==> config.mk <==
export PLATFORM = sky130hd
export DESIGN_NAME = alu_op_sequencer_flat
export DESIGN_NICKNAME = d
export VERILOG_FILES = /design/src/rtl/alu_pkg.sv /design/src/rtl/alu_op_sequencer_if.sv /design/src/rtl/alu_op_sequencer.sv /design/src/flat_wrapper.sv
export SDC_FILE = /design/constraint.sdc
export NUM_CORES = 1
export LEC_CHECK = 0
export ABC_AREA = 1
export CORE_UTILIZATION = 53
export DETAILED_ROUTE_END_ITERATION = 16
export PLACE_DENSITY = 0.83
export REMOVE_ABC_BUFFERS = 1
export SLEW_MARGIN = 20
export SYNTH_ARGS = -nofsm -noshare
export SYNTH_HDL_FRONTEND = slang
export SYNTH_SLANG_ARGS = --single-unit
==> constraint.sdc <==
create_clock -name clk -period 4.85 [get_ports clk]
set_input_delay 1.455 -clock clk [delete_from_list [all_inputs] [get_ports clk]]
set_output_delay 1.455 -clock clk [all_outputs]
set_load 0.05 [all_outputs]
==> src/rtl/alu_pkg.sv <==
// Shared definitions for the ALU sequencer: opcodes, ALU selects, flag indices, FSM states.
package alu_pkg;

    localparam int DATA_WIDTH_DEFAULT = 16;

    localparam logic [3:0] OP_ADD = 4'd0;
    localparam logic [3:0] OP_SUB = 4'd1;
    localparam logic [3:0] OP_AND = 4'd2;
    localparam logic [3:0] OP_OR  = 4'd3;
    localparam logic [3:0] OP_XOR = 4'd4;
    localparam logic [3:0] OP_NOT = 4'd5;
    localparam logic [3:0] OP_CMP = 4'd6;
    localparam logic [3:0] OP_MUL = 4'd7;
    localparam logic [3:0] OP_LSH = 4'd8;

    localparam logic [2:0] SEL_ADD = 3'b000;
    localparam logic [2:0] SEL_SUB = 3'b001;
    localparam logic [2:0] SEL_AND = 3'b010;
    localparam logic [2:0] SEL_OR  = 3'b011;
    localparam logic [2:0] SEL_XOR = 3'b100;
    localparam logic [2:0] SEL_NOT = 3'b101;

    localparam int FLAG_C = 4;
    localparam int FLAG_L = 3;
    localparam int FLAG_F = 2;
    localparam int FLAG_Z = 1;
    localparam int FLAG_N = 0;

    typedef enum logic [2:0] {
        ST_IDLE,
        ST_EXEC,
        ST_MUL_LOOP,
        ST_SHL_LOOP,
        ST_RESP
    } seq_state_t;

    function automatic logic op_legal(input logic [3:0] op);
        return op <= OP_LSH;
    endfunction

    // LSH only reaches the single-cycle path with a zero count, where it is an OR with zero.
    function automatic logic [2:0] op_select(input logic [3:0] op);
        case (op)
            OP_ADD:  return SEL_ADD;
            OP_SUB:  return SEL_SUB;
            OP_AND:  return SEL_AND;
            OP_OR:   return SEL_OR;
            OP_XOR:  return SEL_XOR;
            OP_NOT:  return SEL_NOT;
            OP_CMP:  return SEL_SUB;
            OP_LSH:  return SEL_OR;
            default: return SEL_ADD;
        endcase
    endfunction

    function automatic logic op_sets_psr(input logic [3:0] op);
        return (op == OP_ADD) || (op == OP_SUB) || (op == OP_CMP) ||
               (op == OP_MUL) || (op == OP_LSH);
    endfunction

endpackage

==> src/rtl/alu_op_sequencer_if.sv <==
// Request/response handshake bundle between the datapath and the ALU sequencer.
interface alu_op_sequencer_if #(
    parameter int DATA_WIDTH = alu_pkg::DATA_WIDTH_DEFAULT
) ();

    logic                  req_valid;
    logic                  req_ready;
    logic [3:0]            req_op;
    logic [DATA_WIDTH-1:0] req_a;
    logic [DATA_WIDTH-1:0] req_b;

    logic                  rsp_valid;
    logic                  rsp_ready;
    logic [DATA_WIDTH-1:0] rsp_result;
    logic [4:0]            rsp_flags;
    logic                  rsp_wb;
    logic                  rsp_err;

    modport master (
        output req_valid, req_op, req_a, req_b, rsp_ready,
        input  req_ready, rsp_valid, rsp_result, rsp_flags, rsp_wb, rsp_err
    );

    modport slave (
        input  req_valid, req_op, req_a, req_b, rsp_ready,
        output req_ready, rsp_valid, rsp_result, rsp_flags, rsp_wb, rsp_err
    );

endinterface

==> src/rtl/alu_op_sequencer.sv <==
// Drives the shared ALU for single-cycle ops and iterates it for MUL/LSH; owns the PSR.
module alu_op_sequencer
    import alu_pkg::*;
#(
    parameter int DATA_WIDTH = DATA_WIDTH_DEFAULT
) (
    input  logic                  clk,
    input  logic                  rst_n,
    alu_op_sequencer_if.slave     bus,
    output logic [DATA_WIDTH-1:0] alu_a,
    output logic [DATA_WIDTH-1:0] alu_b,
    output logic [2:0]            alu_select,
    input  logic [DATA_WIDTH-1:0] alu_out,
    input  logic [4:0]            alu_flags,
    output logic [4:0]            psr_flags,
    output logic                  busy
);

    localparam int CNT_W = $clog2(DATA_WIDTH + 1);

    seq_state_t            state, next_state;
    logic [3:0]            op_q;
    logic [DATA_WIDTH-1:0] a_q;      // operand A, reused as the MUL multiplicand
    logic [DATA_WIDTH-1:0] b_q;      // operand B, reused as the MUL multiplier
    logic [DATA_WIDTH-1:0] acc;
    logic [CNT_W-1:0]      cnt;

    logic [DATA_WIDTH-1:0] rsp_result_q;
    logic [4:0]            rsp_flags_q;
    logic                  rsp_wb_q;
    logic                  rsp_err_q;
    logic [4:0]            psr_q;

    logic [DATA_WIDTH-1:0] fin_result;
    logic [4:0]            fin_flags;
    logic [4:0]            zn_flags;
    logic                  fin_wb;
    logic                  fin_err;
    logic                  legal;

    assign bus.req_ready  = (state == ST_IDLE);
    assign bus.rsp_valid  = (state == ST_RESP);
    assign bus.rsp_result = rsp_result_q;
    assign bus.rsp_flags  = rsp_flags_q;
    assign bus.rsp_wb     = rsp_wb_q;
    assign bus.rsp_err    = rsp_err_q;
    assign psr_flags      = psr_q;
    assign busy           = (state != ST_IDLE);
    assign legal          = op_legal(op_q);

    always_ff @(posedge clk or negedge rst_n) begin
        if (!rst_n) begin
            state <= ST_IDLE;
        end else begin
            state <= next_state;
        end
    end

    always_comb begin
        next_state = state;
        alu_a      = '0;
        alu_b      = '0;
        alu_select = SEL_ADD;
        fin_result = alu_out;
        fin_wb     = 1'b1;
        fin_err    = 1'b0;
        zn_flags   = '0;
        zn_flags[FLAG_Z] = (alu_out == '0);
        zn_flags[FLAG_N] = alu_out[DATA_WIDTH-1];
        fin_flags  = zn_flags;

        case (state)
            ST_IDLE: begin
                if (bus.req_valid) begin
                    if (bus.req_op == OP_MUL) begin
                        next_state = ST_MUL_LOOP;
                    end else if (bus.req_op == OP_LSH && bus.req_b[3:0] != 4'd0) begin
                        next_state = ST_SHL_LOOP;
                    end else begin
                        next_state = ST_EXEC;
                    end
                end
            end
            ST_EXEC: begin
                // Illegal ops leave the ALU idle and report zeros with the error bit.
                alu_a      = legal ? a_q : '0;
                alu_b      = (legal && op_q != OP_LSH) ? b_q : '0;
                alu_select = op_select(op_q);
                fin_result = legal ? alu_out : '0;
                fin_flags  = legal ? alu_flags : 5'd0;
                fin_wb     = legal && (op_q != OP_CMP);
                fin_err    = !legal;
                next_state = ST_RESP;
            end
            ST_MUL_LOOP: begin
                alu_a = acc;
                alu_b = b_q[0] ? a_q : '0;
                if (cnt == CNT_W'(DATA_WIDTH - 1)) begin
                    next_state = ST_RESP;
                end
            end
            ST_SHL_LOOP: begin
                alu_a = acc;
                alu_b = acc;
                fin_flags[FLAG_C] = alu_flags[FLAG_C];
                if (cnt == CNT_W'(1)) begin
                    next_state = ST_RESP;
                end
            end
            ST_RESP: begin
                if (bus.rsp_ready) begin
                    next_state = ST_IDLE;
                end
            end
            default: next_state = ST_IDLE;
        endcase
    end

    always_ff @(posedge clk or negedge rst_n) begin
        if (!rst_n) begin
            op_q         <= '0;
            a_q          <= '0;
            b_q          <= '0;
            acc          <= '0;
            cnt          <= '0;
            rsp_result_q <= '0;
            rsp_flags_q  <= '0;
            rsp_wb_q     <= 1'b0;
            rsp_err_q    <= 1'b0;
            psr_q        <= '0;
        end else begin
            if (state == ST_IDLE && bus.req_valid) begin
                op_q <= bus.req_op;
                a_q  <= bus.req_a;
                b_q  <= bus.req_b;
                acc  <= (bus.req_op == OP_LSH) ? bus.req_a : '0;
                cnt  <= (bus.req_op == OP_LSH) ? CNT_W'(bus.req_b[3:0]) : '0;
            end
            if (state == ST_MUL_LOOP) begin
                acc <= alu_out;
                a_q <= a_q << 1;
                b_q <= b_q >> 1;
                cnt <= cnt + CNT_W'(1);
            end
            if (state == ST_SHL_LOOP) begin
                acc <= alu_out;
                cnt <= cnt - CNT_W'(1);
            end
            if (state != ST_RESP && next_state == ST_RESP) begin
                rsp_result_q <= fin_result;
                rsp_flags_q  <= fin_flags;
                rsp_wb_q     <= fin_wb;
                rsp_err_q    <= fin_err;
                if (op_sets_psr(op_q)) begin
                    psr_q <= fin_flags;
                end
            end
        end
    end

endmodule
==> src/flat_wrapper.sv <==
// flat-port wrapper written by rule: the top's interface ports become plain ports
module alu_op_sequencer_flat import alu_pkg::*;
#(
    parameter int DATA_WIDTH = DATA_WIDTH_DEFAULT
)
  (clk, rst_n, alu_a, alu_b, alu_select, alu_out, alu_flags, psr_flags, busy, bus_req_valid, bus_req_op, bus_req_a, bus_req_b, bus_rsp_ready, bus_req_ready, bus_rsp_valid, bus_rsp_result, bus_rsp_flags, bus_rsp_wb, bus_rsp_err);
  alu_op_sequencer_if #(.DATA_WIDTH(DATA_WIDTH)) bus_i ();
  input  logic clk;
  input  logic rst_n;
  output logic [DATA_WIDTH-1:0] alu_a;
  output logic [DATA_WIDTH-1:0] alu_b;
  output logic [2:0] alu_select;
  input  logic [DATA_WIDTH-1:0] alu_out;
  input  logic [4:0] alu_flags;
  output logic [4:0] psr_flags;
  output logic busy;
  input wire logic [$bits(bus_i.req_valid)-1:0] bus_req_valid;
  input wire logic [$bits(bus_i.req_op)-1:0] bus_req_op;
  input wire logic [$bits(bus_i.req_a)-1:0] bus_req_a;
  input wire logic [$bits(bus_i.req_b)-1:0] bus_req_b;
  input wire logic [$bits(bus_i.rsp_ready)-1:0] bus_rsp_ready;
  output wire logic [$bits(bus_i.req_ready)-1:0] bus_req_ready;
  output wire logic [$bits(bus_i.rsp_valid)-1:0] bus_rsp_valid;
  output wire logic [$bits(bus_i.rsp_result)-1:0] bus_rsp_result;
  output wire logic [$bits(bus_i.rsp_flags)-1:0] bus_rsp_flags;
  output wire logic [$bits(bus_i.rsp_wb)-1:0] bus_rsp_wb;
  output wire logic [$bits(bus_i.rsp_err)-1:0] bus_rsp_err;
  assign bus_i.req_valid = bus_req_valid;
  assign bus_i.req_op = bus_req_op;
  assign bus_i.req_a = bus_req_a;
  assign bus_i.req_b = bus_req_b;
  assign bus_i.rsp_ready = bus_rsp_ready;
  assign bus_req_ready = bus_i.req_ready;
  assign bus_rsp_valid = bus_i.rsp_valid;
  assign bus_rsp_result = bus_i.rsp_result;
  assign bus_rsp_flags = bus_i.rsp_flags;
  assign bus_rsp_wb = bus_i.rsp_wb;
  assign bus_rsp_err = bus_i.rsp_err;
  alu_op_sequencer #(.DATA_WIDTH(DATA_WIDTH)) u_core (.clk(clk), .rst_n(rst_n), .bus(bus_i), .alu_a(alu_a), .alu_b(alu_b), .alu_select(alu_select), .alu_out(alu_out), .alu_flags(alu_flags), .psr_flags(psr_flags), .busy(busy));
endmodule
### Word level (Yosys, flattened, before mapping)

Memory sizes are Yosys's and may differ from the RTL's.
Cells that the tools add are included.

| word-level totals | value |
|---|---|
| flip-flop bits (word level) | 88 |
| memory bits (read-only) | 48 |
| bits of input ports | 61 |
| output and inout bits | 66 |
| word-level logic and storage cells | 82 |
| memories kept | 1 |

Memories:

| name | words | bits a word | read ports | clocked after memory_dff | wr ports | line | RTL |
|---|---|---|---|---|---|---|---|
| (no name shown) | 16 | 3 | 1 | 0 | 0 | alu_pkg.sv:43 | `case (op)` |

| operators by class | value |
|---|---|
| add/subtract/negate cells | 2 |
| $lt $le $gt $ge | 1 |
| equal/unequal tests | 16 |
| multiplexer cells | 32 |
| reduce and logical (&&, ||, !) cells | 19 |

Operators by type and width:

| cell | count |
|---|---|
| $mux 16 | 13 |
| $pmux 16 s3 | 1 |
| $pmux 16 s2 | 1 |
| $mux 5 | 4 |
| $mux 3 | 6 |
| $logic_not 16->1 | 1 |
| $pmux 3 s5 | 1 |
| $eq 4x3->1 const B | 3 |
| $eq 4x4->1 const B | 2 |
| $mux 4 | 2 |
| $eq 3x2->1 const B | 2 |
| $eq 3x3->1 const B | 2 |
| $reduce_bool 3->1 | 2 |
| $add 5x1->5 const B | 1 |
| $eq 5x1->1 const B | 1 |
| $eq 5x4->1 const B | 1 |
| $logic_and 1x1->1 | 5 |
| $sub 5x1->5 const B | 1 |
| $eq 4x1->1 const B | 1 |
| $le 4x4->1 const B | 1 |
| $logic_not 4->1 | 1 |
| $logic_or 1x1->1 | 4 |
| $ne 4x3->1 const B | 1 |
| $ne 4x4->1 const B | 1 |
| 11 further kinds | 12 |

### Logic depth before layout (Yosys ltp)

| logic depth | value |
|---|---|
| word-level depth | 9 |
| mapped depth | 12 |

### Least setup slack after synthesis

No wires, ideal clock.

| path | value |
|---|---|
| path type | register to output |
| start point | register u_core.state[2] |
| end point | output alu_select[0] |
| arrival time | 2367 ps |
| required time | 3395 ps |
| setup slack | 1028 ps |
| stages on the path, launching flop included | 9 |
| cell sequence | dfrtp_1 -> buf_4 -> inv_4 -> buf_6 -> nand2_4 -> nor2_4 -> nand2_1 -> buf_2 -> a211oi_1 |

| on the way | value |
|---|---|
| longest elaborated chain between the ends | 2 |

RTL lines:

| item | line | RTL |
|---|---|---|
| from (decl) | alu_op_sequencer.sv:21 | `seq_state_t state, next_state;` |
| from (signal assigned) | alu_op_sequencer.sv:55 | `state <= next_state;` |
| $eq 3x1->1 | alu_op_sequencer.sv:72 | `case (state)` |
| $mux 3 | alu_op_sequencer.sv:72 |  |
| to (decl) | flat_wrapper.sv:12 | `output logic [2:0] alu_select;` |

No other way between the ends.

### Worst setup path in the final report

| path | value |
|---|---|
| start point | register u_core.op_q[1] |
| end point | output alu_a[14] |

| on the way | value |
|---|---|
| longest elaborated chain between the ends | 3 |

RTL lines:

| item | line | RTL |
|---|---|---|
| from (decl) | alu_op_sequencer.sv:22 | `logic [3:0] op_q;` |
| from (signal assigned) | alu_op_sequencer.sv:133 | `op_q <= bus.req_op;` |
| $le 4x4->1 | alu_pkg.sv:38 | `return op <= OP_LSH;` |
| $mux 16 | alu_op_sequencer.sv:86 | `alu_a = legal ? a_q : '0;` |
| $pmux 16 s2 | alu_op_sequencer.sv:72 |  |
| to (decl) | flat_wrapper.sv:10 | `output logic [DATA_WIDTH-1:0] alu_a;` |

No other way between the ends.

==> impl.org <==
** Synth
- The most used flip-flop cell after synthesis is sky130_fd_sc_hd__dfrtp_1.
- Most instantiated cells after synthesis :: sky130_fd_sc_hd__nand2_1 (182), sky130_fd_sc_hd__dfrtp_1 (88), sky130_fd_sc_hd__inv_1 (67), sky130_fd_sc_hd__o21ai_0 (66), sky130_fd_sc_hd__nor2_1 (53)
- For this run, asynchronously set or reset flops after synthesis account for 1.00.
- #FFs+latches synth :: 88
- Number of flops mapped to enable cells by yosys :: 0
- Ranked by total cell area, the synthesized netlist is headed by sky130_fd_sc_hd__dfrtp_1 (44%), sky130_fd_sc_hd__nand2_1 (14%), sky130_fd_sc_hd__o21ai_0 (6.7%).
- Dividing the synthesized area by the synthesized cell count gives 7.59 sq um.
- Synthesis instantiated 37 different standard cells from the library.
- Portion of the post-synthesis area used by sequential elements :: 0.444
- Of the post-synthesis cell area, the dominant cell type holds 0.444.
- Yosys warning count :: 0
- Synthesized instance count :: 654
- The mapped netlist covers 4960 sq um.
- Most repeated cell in the gate-level netlist after synthesis :: sky130_fd_sc_hd__nand2_1
- The synthesized design spends more area on one cell type than any other, namely sky130_fd_sc_hd__dfrtp_1.

** GRT
- Entering global routing, the biggest net connects 89 pins.
- The first global-routing pass estimated 24100 um of wire.
- Residual overflow from global routing :: 0
- The number of antenna violations at the first check in global routing is 1.
- Global routing usage summed across all routing layers :: 0.318
- Via count of the first global-routing pass :: 4885

** Finish
- Share of post-route cells with drive strength above 1 :: 0.0680
- After routing the design area is 6390 sq um.
- The number of antenna diodes in the final layout is 0.
- The count of cells in the finished layout, fillers not included, comes to 873.
- Area added between synthesis and finish :: 28.9%
- Number of nets in the finished design :: 830
- For this run, the share of the core covered by cells in the final layout is 0.719.

** Timing
- Setup violations remaining at the end of the flow were counted as 0.
- Adding up every negative setup slack in the final design gives 0 ps.
- Headroom to the max-slew limit came out at 0.439.
- Setup repair after global routing left no endpoint under its margin.
- Fin. Hold Viols :: 0
- Hold is met by 480 ps.
- Count of final max-slew check failures :: 0
- Final Cycle Share :: 0.956
- The worst path in the final design needs a cycle of 4640 ps, including I/O delays and setup.
- Static timing analysis puts the maximum clock frequency at 216 MHz.
- For the pin with the worst max-slew slack, the measured transition is 841 ps.
- The clock arrives with 8.54 ps of skew.

** Setup path
- Data on the critical path is required at its endpoint by 3390 ps.
- The setup check on the worst reg-to-reg path leaves a slack of 2130 ps.
- R2R cell count :: 8
- Crit. Startpoint :: u_core.op_q[1]
- Largest fanout on the critical path :: 18
- Crit path max-delay cell type :: sky130_fd_sc_hd__clkdlybuf4s50_1
- Kind of start point of the critical path :: flop
- The worst setup path is captured at an output port.
- By startpoint and endpoint, the worst setup path is classified as reg -> out.
- Traced cell by cell, the critical path runs through inv_1, ha_1, nand2_1, nand2_1, nand2_1, o21ai_0, clkdlybuf4s50_1.
- Critical Path AT :: 3180 ps
- Crit Reg-Reg Endpoint :: u_core.a_q[14]
- On the worst path, the slowest cell contributes a delay of 860 ps.
- Cell mode on critical path :: sky130_fd_sc_hd__nand2_1
- The startpoint identified for the worst register-to-register timing path is u_core.state[2].

** Routing
- Detailed Route Iter0 Violations :: 451
- Vias per cell :: 5.77
- Wires add up to 14900 um.
- The count of nets left with antenna violations once routing finished came out at 0.
- Number of iterations in the first detailed-routing pass :: 5
- After detailed routing, the average wire length per cell comes to 17.1 um.
- Summing over every cut layer, the via total after detailed routing is 5035.
- In the routed design, unresolved DRC markers number 0.

** Die
- The floorplan step defined a core boundary enclosing 8890 sq um.
- The floorplan step set the die width to 98.8 um.
- Initial cell density of the core :: 0.558
- Number of cell rows :: 34
- Chip height :: 98.8 um
- Die Footprint :: 9750 sq um
- 127 I/O pins were placed.

** Clock network
- Max Root-Sink Buffers :: 2
- Hold_buf cts :: 0
- Post CTS Setup Buffer Count :: 0
- TritonCTS built the clock tree.
- Clock root buffer master :: sky130_fd_sc_hd__clkbuf_8
- After clock tree synthesis, the clock-pin slew on the worst setup and hold paths is 90 ps.
- Number of buffers created by CTS :: 9
- CTS saw 88 sinks.
- H-tree levels :: 3
- The later pin in the worst-skew pair is clocked with a latency of 360 ps.
- Post-cts resize count :: 0

** Status
- The flow ran to the end, and the final reports show no timing, DRC or antenna violations.

** Pwr
- The share of total power dissipated in combinational logic is 0.574.
- Net Sw Frac :: 0.519
- Of the total power, registers draw 0.308.
- IR analysis of the VDD net gives a maximum drop of 0.000491 V.
- Net switching power figure :: 2200 uW
- PD cells :: 663 nW/um^2
- Summed over all cells, the static leakage comes to 0.00291 uW.
- Clock power share :: 0.118
- Cell internal pwr :: 2040 uW

** Place
- Placed Cells :: 858
- Count of input and output buffers :: 126
- Summed over all nets, the half-perimeter wirelength after detailed placement is 10400 um.
- Once placement finished, the instance area stood at 6200 sq um.
- At the end of routability-driven placement, the weighted congestion stood at 0.888.

** Run
- The tool flagged a number of max-cap violations equal to 0.

** Worst hold path
- Endpoint with the worst hold slack :: u_core.psr_flags[2]
- Along the worst hold path, the cell count comes to 2.
- The startpoint identified for the worst hold timing path is u_core.psr_flags[2].
- Min-delay worst type :: reg -> reg
-- critical path, delay by kind of cell, from the launching register on --
| family | cells | cell delay [ps] |
|---|---|---|
| buf+inv | 2 | 1000 |
| fa+ha+maj | 1 | 160 |
| simple gates | 3 | 750 |
| flops | 1 | 440 |
| compound gates | 1 | 450 |
-- cells in the final DEF (no fill, tap or decap), types with 9 or more instances in the layout --
cell | Yosys | layout
sky130_fd_sc_hd__inv_1 | 67 | 67
sky130_fd_sc_hd__nand3_1 | 34 | 34
sky130_fd_sc_hd__o21ai_1 | 10 | 10
sky130_fd_sc_hd__a22oi_1 | 10 | 10
sky130_fd_sc_hd__nand4_1 | 14 | 14
sky130_fd_sc_hd__buf_4 | 8 | 9
sky130_fd_sc_hd__a31oi_1 | 19 | 19
sky130_fd_sc_hd__o21ai_0 | 66 | 66
sky130_fd_sc_hd__nor2_1 | 53 | 53
sky130_fd_sc_hd__clkbuf_8 | 0 | 9
sky130_fd_sc_hd__clkdlybuf4s50_1 | 0 | 122
sky130_fd_sc_hd__nand2_1 | 182 | 182
sky130_fd_sc_hd__dfrtp_1 | 88 | 88
sky130_fd_sc_hd__a21oi_1 | 10 | 10
-- worst max path at each step --
stage | end | slack, ps | cells after the start
after floorplan | alu_b[2] | 870 | 5
after global placement | alu_a[14] | 750 | 6
after detailed placement | alu_select[0] | 720 | 6
after CTS | alu_select[0] | 260 | 7
after global routing | alu_select[0] | 90 | 7
final | alu_a[14] | 210 | 7
-- registers in the layout, indices dropped and copies added, names as in the netlist --
signal / flops
u_core.a_q: 16
u_core.acc: 16
u_core.b_q: 16
u_core.bus.rsp_err: 1
u_core.bus.rsp_flags: 5
u_core.bus.rsp_result: 16
u_core.bus.rsp_wb: 1
u_core.cnt: 5
u_core.op_q: 4
u_core.psr_flags: 5
u_core.state: 3
-- power groups by stage --
| stage | Combinational, uW | Clock, uW | Sequential [uW] |
|---|---|---|---|
| final | 2430 | 501 | 1310 |
| after floorplan | 1300 | 0 | 1580 |
| after global routing | 2620 | 538 | 1340 |
| after global placement | 2350 | 0 | 1290 |
| after CTS | 2420 | 505 | 1300 |
| after detailed placement | 2410 | 0 | 1310 |
-- stage by stage --
stage | total power (uW) | setup slack (ps)
final | 4240 | 214
after global routing | 4500 | 91.9
after floorplan | 2880 | 868
after CTS | 4220 | 265
after detailed placement | 3710 | 716
after global placement | 3650 | 746
-- logic make-up (layout without fill, tap and decap cells) --
group / after synthesis / in the layout / synth area share
xor+xnor: 1 / 1 / 0.00177
compound gates: 143 / 143 / 0.169
flops: 88 / 88 / 0.444
buf+inv: 111 / 222 / 0.0989
simple gates: 303 / 303 / 0.266
fa+ha+maj: 8 / 8 / 0.0202
-- cell type report --
class,instances,area (sq um)
well taps,108,135
flip-flops and latches,88,2200
repair buffers,133,1320
clock inverters,5,58.8
clock buffers,10,128
inverters,74,280
fillers,726,2500
multi-input cells,455,2270
-- routing by layer --
metal  vias up  GRT usage  share of wire
met5         -          0              0
met2       266      0.513           0.48
met4         0      0.102          0.019
li1       2364          -              -
met3        31     0.0752          0.094
met1      2374      0.425           0.41
No activity file was read; power rests on OpenSTA's default activity.
